$ cat config.mk
export PLATFORM = sky130hd
export DESIGN_NAME = int_ctrl
export DESIGN_NICKNAME = d
export VERILOG_FILES = /design/src/rtl/int_ctrl.sv
export SDC_FILE = /design/constraint.sdc
export NUM_CORES = 1
export LEC_CHECK = 0
export ABC_CLOCK_PERIOD_IN_PS = 2200
export CAP_MARGIN = 0
export CORE_MARGIN = 5
export CORE_UTILIZATION = 40
export CTS_BUF_LIST = sky130_fd_sc_hd__clkbuf_16
export DETAILED_ROUTE_END_ITERATION = 12
export GPL_TIMING_DRIVEN = 0
export PLACE_DENSITY = 0.76
export RECOVER_POWER = 50
export SETUP_SLACK_MARGIN = 0.2
export SKIP_CTS_REPAIR_TIMING = 1
export SLEW_MARGIN = 0
export SYNTH_ARGS = -nofsm -noshare
export SYNTH_HDL_FRONTEND = slang
export SYNTH_SLANG_ARGS = --single-unit
export TNS_END_PERCENT = 20
$ cat constraint.sdc
create_clock -name clk -period 2.2 [get_ports clk]
set_clock_uncertainty 0.1 [all_clocks]
set_input_delay 0.44 -clock clk [delete_from_list [all_inputs] [get_ports clk]]
set_output_delay 0.44 -clock clk [all_outputs]
set_load 0.05 [all_outputs]
$ cat src/rtl/int_ctrl.sv
// int_ctrl: fixed-priority interrupt controller and scheduler in front of CP0 HWInt.
// Optional REQ-state timeout is built in when INT_CTRL_TIMEOUT_EN is defined.
module int_ctrl #(
    parameter int unsigned N_SRC   = 6,
    parameter int unsigned TIMEOUT = 255
) (
    input  logic             clk,
    input  logic             reset,
    input  logic [N_SRC-1:0] src_in,
    input  logic             reg_we,
    input  logic [1:0]       reg_addr,
    input  logic [31:0]      reg_wdata,
    output logic [31:0]      reg_rdata,
    output logic [N_SRC-1:0] hwint_out,
    input  logic             cp0_ack,
    input  logic             eret,
    output logic             busy
);

    typedef enum logic [1:0] {
        StIdle    = 2'd0,
        StReq     = 2'd1,
        StService = 2'd2
    } state_e;

    localparam logic [N_SRC-1:0] OneHot = N_SRC'(1);

    state_e           state_q;
    logic [2:0]       grant_q;
    logic [2:0]       win;
    logic [N_SRC-1:0] mode_q;
    logic [N_SRC-1:0] mask_q;
    logic [N_SRC-1:0] pend_q;
    logic [N_SRC-1:0] pend_d;
    logic [N_SRC-1:0] src_prev_q;
    logic [N_SRC-1:0] elig;
    logic [N_SRC-1:0] grant_oh;
    logic [N_SRC-1:0] w1c;
    logic [N_SRC-1:0] auto_clr;
    logic [N_SRC-1:0] edge_set;
    logic             timeout;
    logic             take;
    logic             err;
    logic             unused_cfg;

`ifdef INT_CTRL_TIMEOUT_EN
    localparam int unsigned CntW = (TIMEOUT > 255) ? $clog2(TIMEOUT + 1) : 8;
    logic [CntW-1:0] cnt_q;
    logic            err_q;

    assign timeout = (state_q == StReq) && !cp0_ack && (cnt_q == CntW'(TIMEOUT - 1));
    assign err     = err_q;
`else
    assign timeout = 1'b0;
    assign err     = 1'b0;
`endif

    assign unused_cfg = ^{reg_wdata, 32'(TIMEOUT)};

    always_comb begin
        elig     = pend_q & mask_q;
        grant_oh = OneHot << grant_q;
        win      = 3'd0;
        for (int i = N_SRC - 1; i >= 0; i--) begin
            if (elig[i]) win = 3'(i);
        end
        w1c      = (reg_we && reg_addr == 2'd2) ? reg_wdata[N_SRC-1:0] : '0;
        take     = (state_q == StReq) && (cp0_ack || timeout);
        auto_clr = take ? (grant_oh & mode_q) : '0;
        edge_set = mode_q & src_in & ~src_prev_q;
        // Edge sources: a new edge beats any same-cycle clear. Level sources follow the line.
        pend_d   = (mode_q & (edge_set | (pend_q & ~(w1c | auto_clr)))) | (~mode_q & src_in);
    end

    always_comb begin
        reg_rdata = '0;
        case (reg_addr)
            2'd0:    reg_rdata = 32'(mode_q);
            2'd1:    reg_rdata = 32'(mask_q);
            2'd2:    reg_rdata = 32'(pend_q);
            default: reg_rdata = {23'd0, err, busy, state_q, 2'b00, grant_q};
        endcase
    end

    always_ff @(posedge clk) begin
        if (reset) begin
            state_q    <= StIdle;
            grant_q    <= 3'd0;
            mode_q     <= '0;
            mask_q     <= '0;
            pend_q     <= '0;
            src_prev_q <= '0;
            hwint_out  <= '0;
            busy       <= 1'b0;
`ifdef INT_CTRL_TIMEOUT_EN
            cnt_q      <= '0;
            err_q      <= 1'b0;
`endif
        end else begin
            if (reg_we && reg_addr == 2'd0) mode_q <= reg_wdata[N_SRC-1:0];
            if (reg_we && reg_addr == 2'd1) mask_q <= reg_wdata[N_SRC-1:0];
            pend_q     <= pend_d;
            src_prev_q <= src_in;
`ifdef INT_CTRL_TIMEOUT_EN
            if (reg_we && reg_addr == 2'd3 && reg_wdata[8]) err_q <= 1'b0;
`endif
            case (state_q)
                StIdle: begin
                    if (|elig) begin
                        state_q   <= StReq;
                        grant_q   <= win;
                        hwint_out <= OneHot << win;
                        busy      <= 1'b1;
`ifdef INT_CTRL_TIMEOUT_EN
                        cnt_q     <= '0;
`endif
                    end
                end
                StReq: begin
                    if (cp0_ack) begin
                        state_q   <= StService;
                        hwint_out <= '0;
                    end else if (timeout) begin
                        state_q   <= StIdle;
                        hwint_out <= '0;
                        busy      <= 1'b0;
`ifdef INT_CTRL_TIMEOUT_EN
                        err_q     <= 1'b1;
`endif
                    end else if (!(|(elig & grant_oh))) begin
                        state_q   <= StIdle;
                        hwint_out <= '0;
                        busy      <= 1'b0;
                    end
`ifdef INT_CTRL_TIMEOUT_EN
                    else begin
                        cnt_q <= cnt_q + 1'b1;
                    end
`endif
                end
                StService: begin
                    if (eret) begin
                        state_q <= StIdle;
                        busy    <= 1'b0;
                    end
                end
                default: begin
                    state_q   <= StIdle;
                    hwint_out <= '0;
                    busy      <= 1'b0;
                end
            endcase
        end
    end

endmodule

==> flow_metrics.tcl, run 1 <==
set metrics [dict create \
    final_nets 332 \
    critPathArrivalTime_ns 2.11 \
    dp_slack_ns -1.08 \
    cts.sinks 36 \
    switchingPower_w 0.000700 \
    worst-path-max-fanout 5 \
    finalWorstSetupSlack_ns 0.163 \
    hold_path.class "reg -> reg" \
    switching_share_pct 33.9 \
    ys_seq_elements 36 \
    die_w_um 80.3 \
    gp_congestion 0.840 \
    synth_area_leaders "dfxtp_1 36%, buf_4 9.9%, mux2i_1 8.1%" \
    min_to "hwint_out[0]" \
    grt.total_usage_pct 15.6 \
    cpPeakStageDelay_ns 0.63 \
    cts_max_level 2 \
    totalPowerFinal_w 0.00206 \
    r2r-start "pend_q[0]" \
    fp-row-count 25 \
    clock.fmax_mhz 491 \
    cts_made_buffers 5 \
    grt_max_degree 12 \
    wl_um 4960 \
    drive_gt1_share_pct 22.6 \
    wl_per_cell_um 14.0 \
    synth_area_per_cell_um2 9.12 \
    regToRegSetupSlack_ns 0.18 \
    period_share_pct 92.6 \
    antenna_found_initial 0 \
    power.density_nw_per_um2 780 \
    gr-total-overflow 0 \
    p_seq_share_pct 35.6 \
    status "finished, final reports clean" \
    drc 0 \
    async_reset_ff_share_pct 0 \
    cp.required_ns 2.27 \
    ant_nets 0 \
    cts.reportedPaths.clkPinSlew_ns 0.05 \
    p_clk_share_pct 33.1 \
    setup_viol 0 \
    p_int_w 0.00136 \
    synthFlopType "dfxtp_1" \
    start_kind "input port" \
    io_buffers 33 \
    ys_types 45 \
    via_per_inst 4.86 \
    synth_warnings 0 \
    grt_pass1_wl_um 7760 \
    path_cells "dlygate4sd3_1 -> inv_1 -> nor4_1 -> and2_1 -> nand2_1 -> a22o_1" \
    final-max-slew-violation-count 0 \
    p_leak_nw 1.14 \
    cts_tree "built" \
    synth_top_area_cell "dfxtp_1" \
    synth_edf_count 0 \
    insertion_delay_ns 0.28 \
    crit_path_top_delay_cell "dlygate4sd3_1" \
    grt_pass1_vias 1626 \
    r2r-end "state_q[1]" \
    pwr-share-comb_pct 31.3 \
    drt-pass1-iter-count 4 \
    core_area_um2 4750 \
    vdd_ir_drop_max_v 0.000398 \
    synth_top_cell_area_share_pct 36.4 \
    syn_area_um2 1980 \
    cts-root-buf "clkbuf_16" \
    grt_setup_unrepaired "yes" \
    hpwlAfterDp_um 3590 \
    holdCritStartpoint "hwint_out[0]" \
    crit_path_end_kind "register" \
    die-height_um 80.3 \
    boundaryPins 84 \
    yosysSeqAreaShare_pct 36.4 \
    die_area_um2 6460 \
    clockBufferDepth 2 \
    period_needed_ns 2.04 \
    reg2reg_depth 5 \
    synthToLayoutAreaGrowth_pct 33.7 \
    hold_violations 0 \
    tightest_slew_ns 0.700 \
    relSlewSlack_pct 53.2 \
    whs_path_depth 2 \
    initial_utilization_pct 41.6 \
    synth_common_cells "36 x dfxtp_1, 31 x nand2_1, 26 x buf_4" \
    vias 1727 \
    crit_type "in -> reg" \
    synth_most_common_cell "dfxtp_1" \
    synth_cells 217 \
    antennaDiodeCount 0 \
    drt_iter0_markers 188 \
    max-cap-violations 0 \
]
-- worst max path at each step --
| stage | from | endpoint | slack [ns] | cells after the start |
|---|---|---|---|---|
| 2_1_floorplan | reg_addr[0] | reg_rdata[4] | -0.17 | 3 |
| 3_3_place_gp | reg_addr[1] | reg_rdata[0] | -1.06 | 4 |
| 3_5_place_dp | reg_addr[1] | reg_rdata[0] | -1.08 | 4 |
| 4_1_cts | reg_addr[1] | reg_rdata[0] | -1.08 | 4 |
| 5_1_grt | reset | mask_q[0] | 0.03 | 4 |
| 6_report | cp0_ack | pend_q[1] | 0.16 | 6 |
-- logic make-up (layout without fill, tap and decap cells) --
logic type	Yosys count	count (layout)	share of synthesized area (%)
multiplexers	21	21	14.0
flip-flops	36	36	36.4
AND/OR/NAND/NOR	79	79	18.5
AO/OA/AOI/OAI	40	40	17.4
buffers and inverters	40	88	13.5
other	1	24	0.189
-- power groups by stage --
| stage | Clock (W) | Combinational (W) | Sequential, W |
|---|---|---|---|
| after floorplan | 0 | 0.000445 | 0.000787 |
| after global placement | 0 | 0.000626 | 0.000746 |
| after detailed placement | 0 | 0.000630 | 0.000749 |
| after CTS | 0.000685 | 0.000637 | 0.000735 |
| after global routing | 0.000719 | 0.000690 | 0.000741 |
| final | 0.000683 | 0.000647 | 0.000735 |
-- cell type report --
| class | count | area (um^2) |
|---|---|---|
| clock inverters | 3 | 15.0 |
| multi-input cells | 164 | 1060 |
| flip-flops and latches | 36 | 721 |
| repair buffers | 40 | 365 |
| clock buffers | 5 | 125 |
| inverters | 7 | 26.3 |
| fillers | 460 | 2110 |
| plain buffers | 33 | 254 |
| well taps | 67 | 83.8 |
-- per-layer routing --
layer | up-vias | GRT usage, % | wire length [um]
li1 | 861 | - | -
met3 | 5 | 4.26 | 393
met4 | 0 | 5.57 | 75
met5 | - | 0 | 0
met1 | 786 | 18.2 | 2030
met2 | 75 | 27.3 | 2460
-- worst max-delay path, delay by kind of cell --
family          cells  cell delay [ns]
simple gates        3             0.74
compound gates      1             0.22
buf+inv             2             0.71
-- stage by stage --
stage	std cells	instance area (um^2)	TNS [ns]	hold slack, ns	utilization [%]
4_1_cts	348	2620	-6.45	0.357	55.1
3_5_place_dp	340	2480	-8.29	0.349	52.2
5_1_grt	355	2650	0	0.382	55.7
6_report	355	2650	0	0.358	55.7
2_1_floorplan	240	2070	-0.170	0.343	-
3_3_place_gp	340	2480	-7.91	0.341	52.2
-- placed cells by master (no fill, tap or decap), drive strengths merged, types with 2 or more instances in the layout --
| cell type | netlist | routed |
|---|---|---|
| a211oi | 5 | 5 |
| a21oi | 4 | 4 |
| a221oi | 2 | 2 |
| a22o | 7 | 7 |
| a31oi | 2 | 2 |
| and2 | 2 | 2 |
| and3 | 2 | 2 |
| buf | 29 | 41 |
| clkbuf | 4 | 12 |
| clkdlybuf4s50 | 0 | 22 |
| clkinv | 1 | 2 |
| conb | 1 | 24 |
| dfxtp | 36 | 36 |
| dlymetal6s2s | 0 | 2 |
| inv | 6 | 7 |
| mux2i | 16 | 16 |
| mux4 | 5 | 5 |
| nand2 | 31 | 31 |
| nand3 | 6 | 6 |
| nand4 | 2 | 2 |
| nor2 | 21 | 21 |
| nor2b | 7 | 7 |
| o21ai | 7 | 7 |
| o32ai | 4 | 4 |
| or2 | 2 | 2 |
-- flip-flops by register name, summed over array words and instances, names as in the netlist --
name,count
mask_q,6
hwint_out,6
state_q,2
busy,1
grant_q,3
pend_q,6
src_prev_q,6
mode_q,6
(Power assumes the default switching activity.)
==> inputs of run 2 (changes only) <==
GPL_ROUTABILITY_DRIVEN = 0   (was default)
SLEW_MARGIN = default   (was 0)
==> results of run 2 <==
Final layout, timing and power as in run 1 (identical DEF).
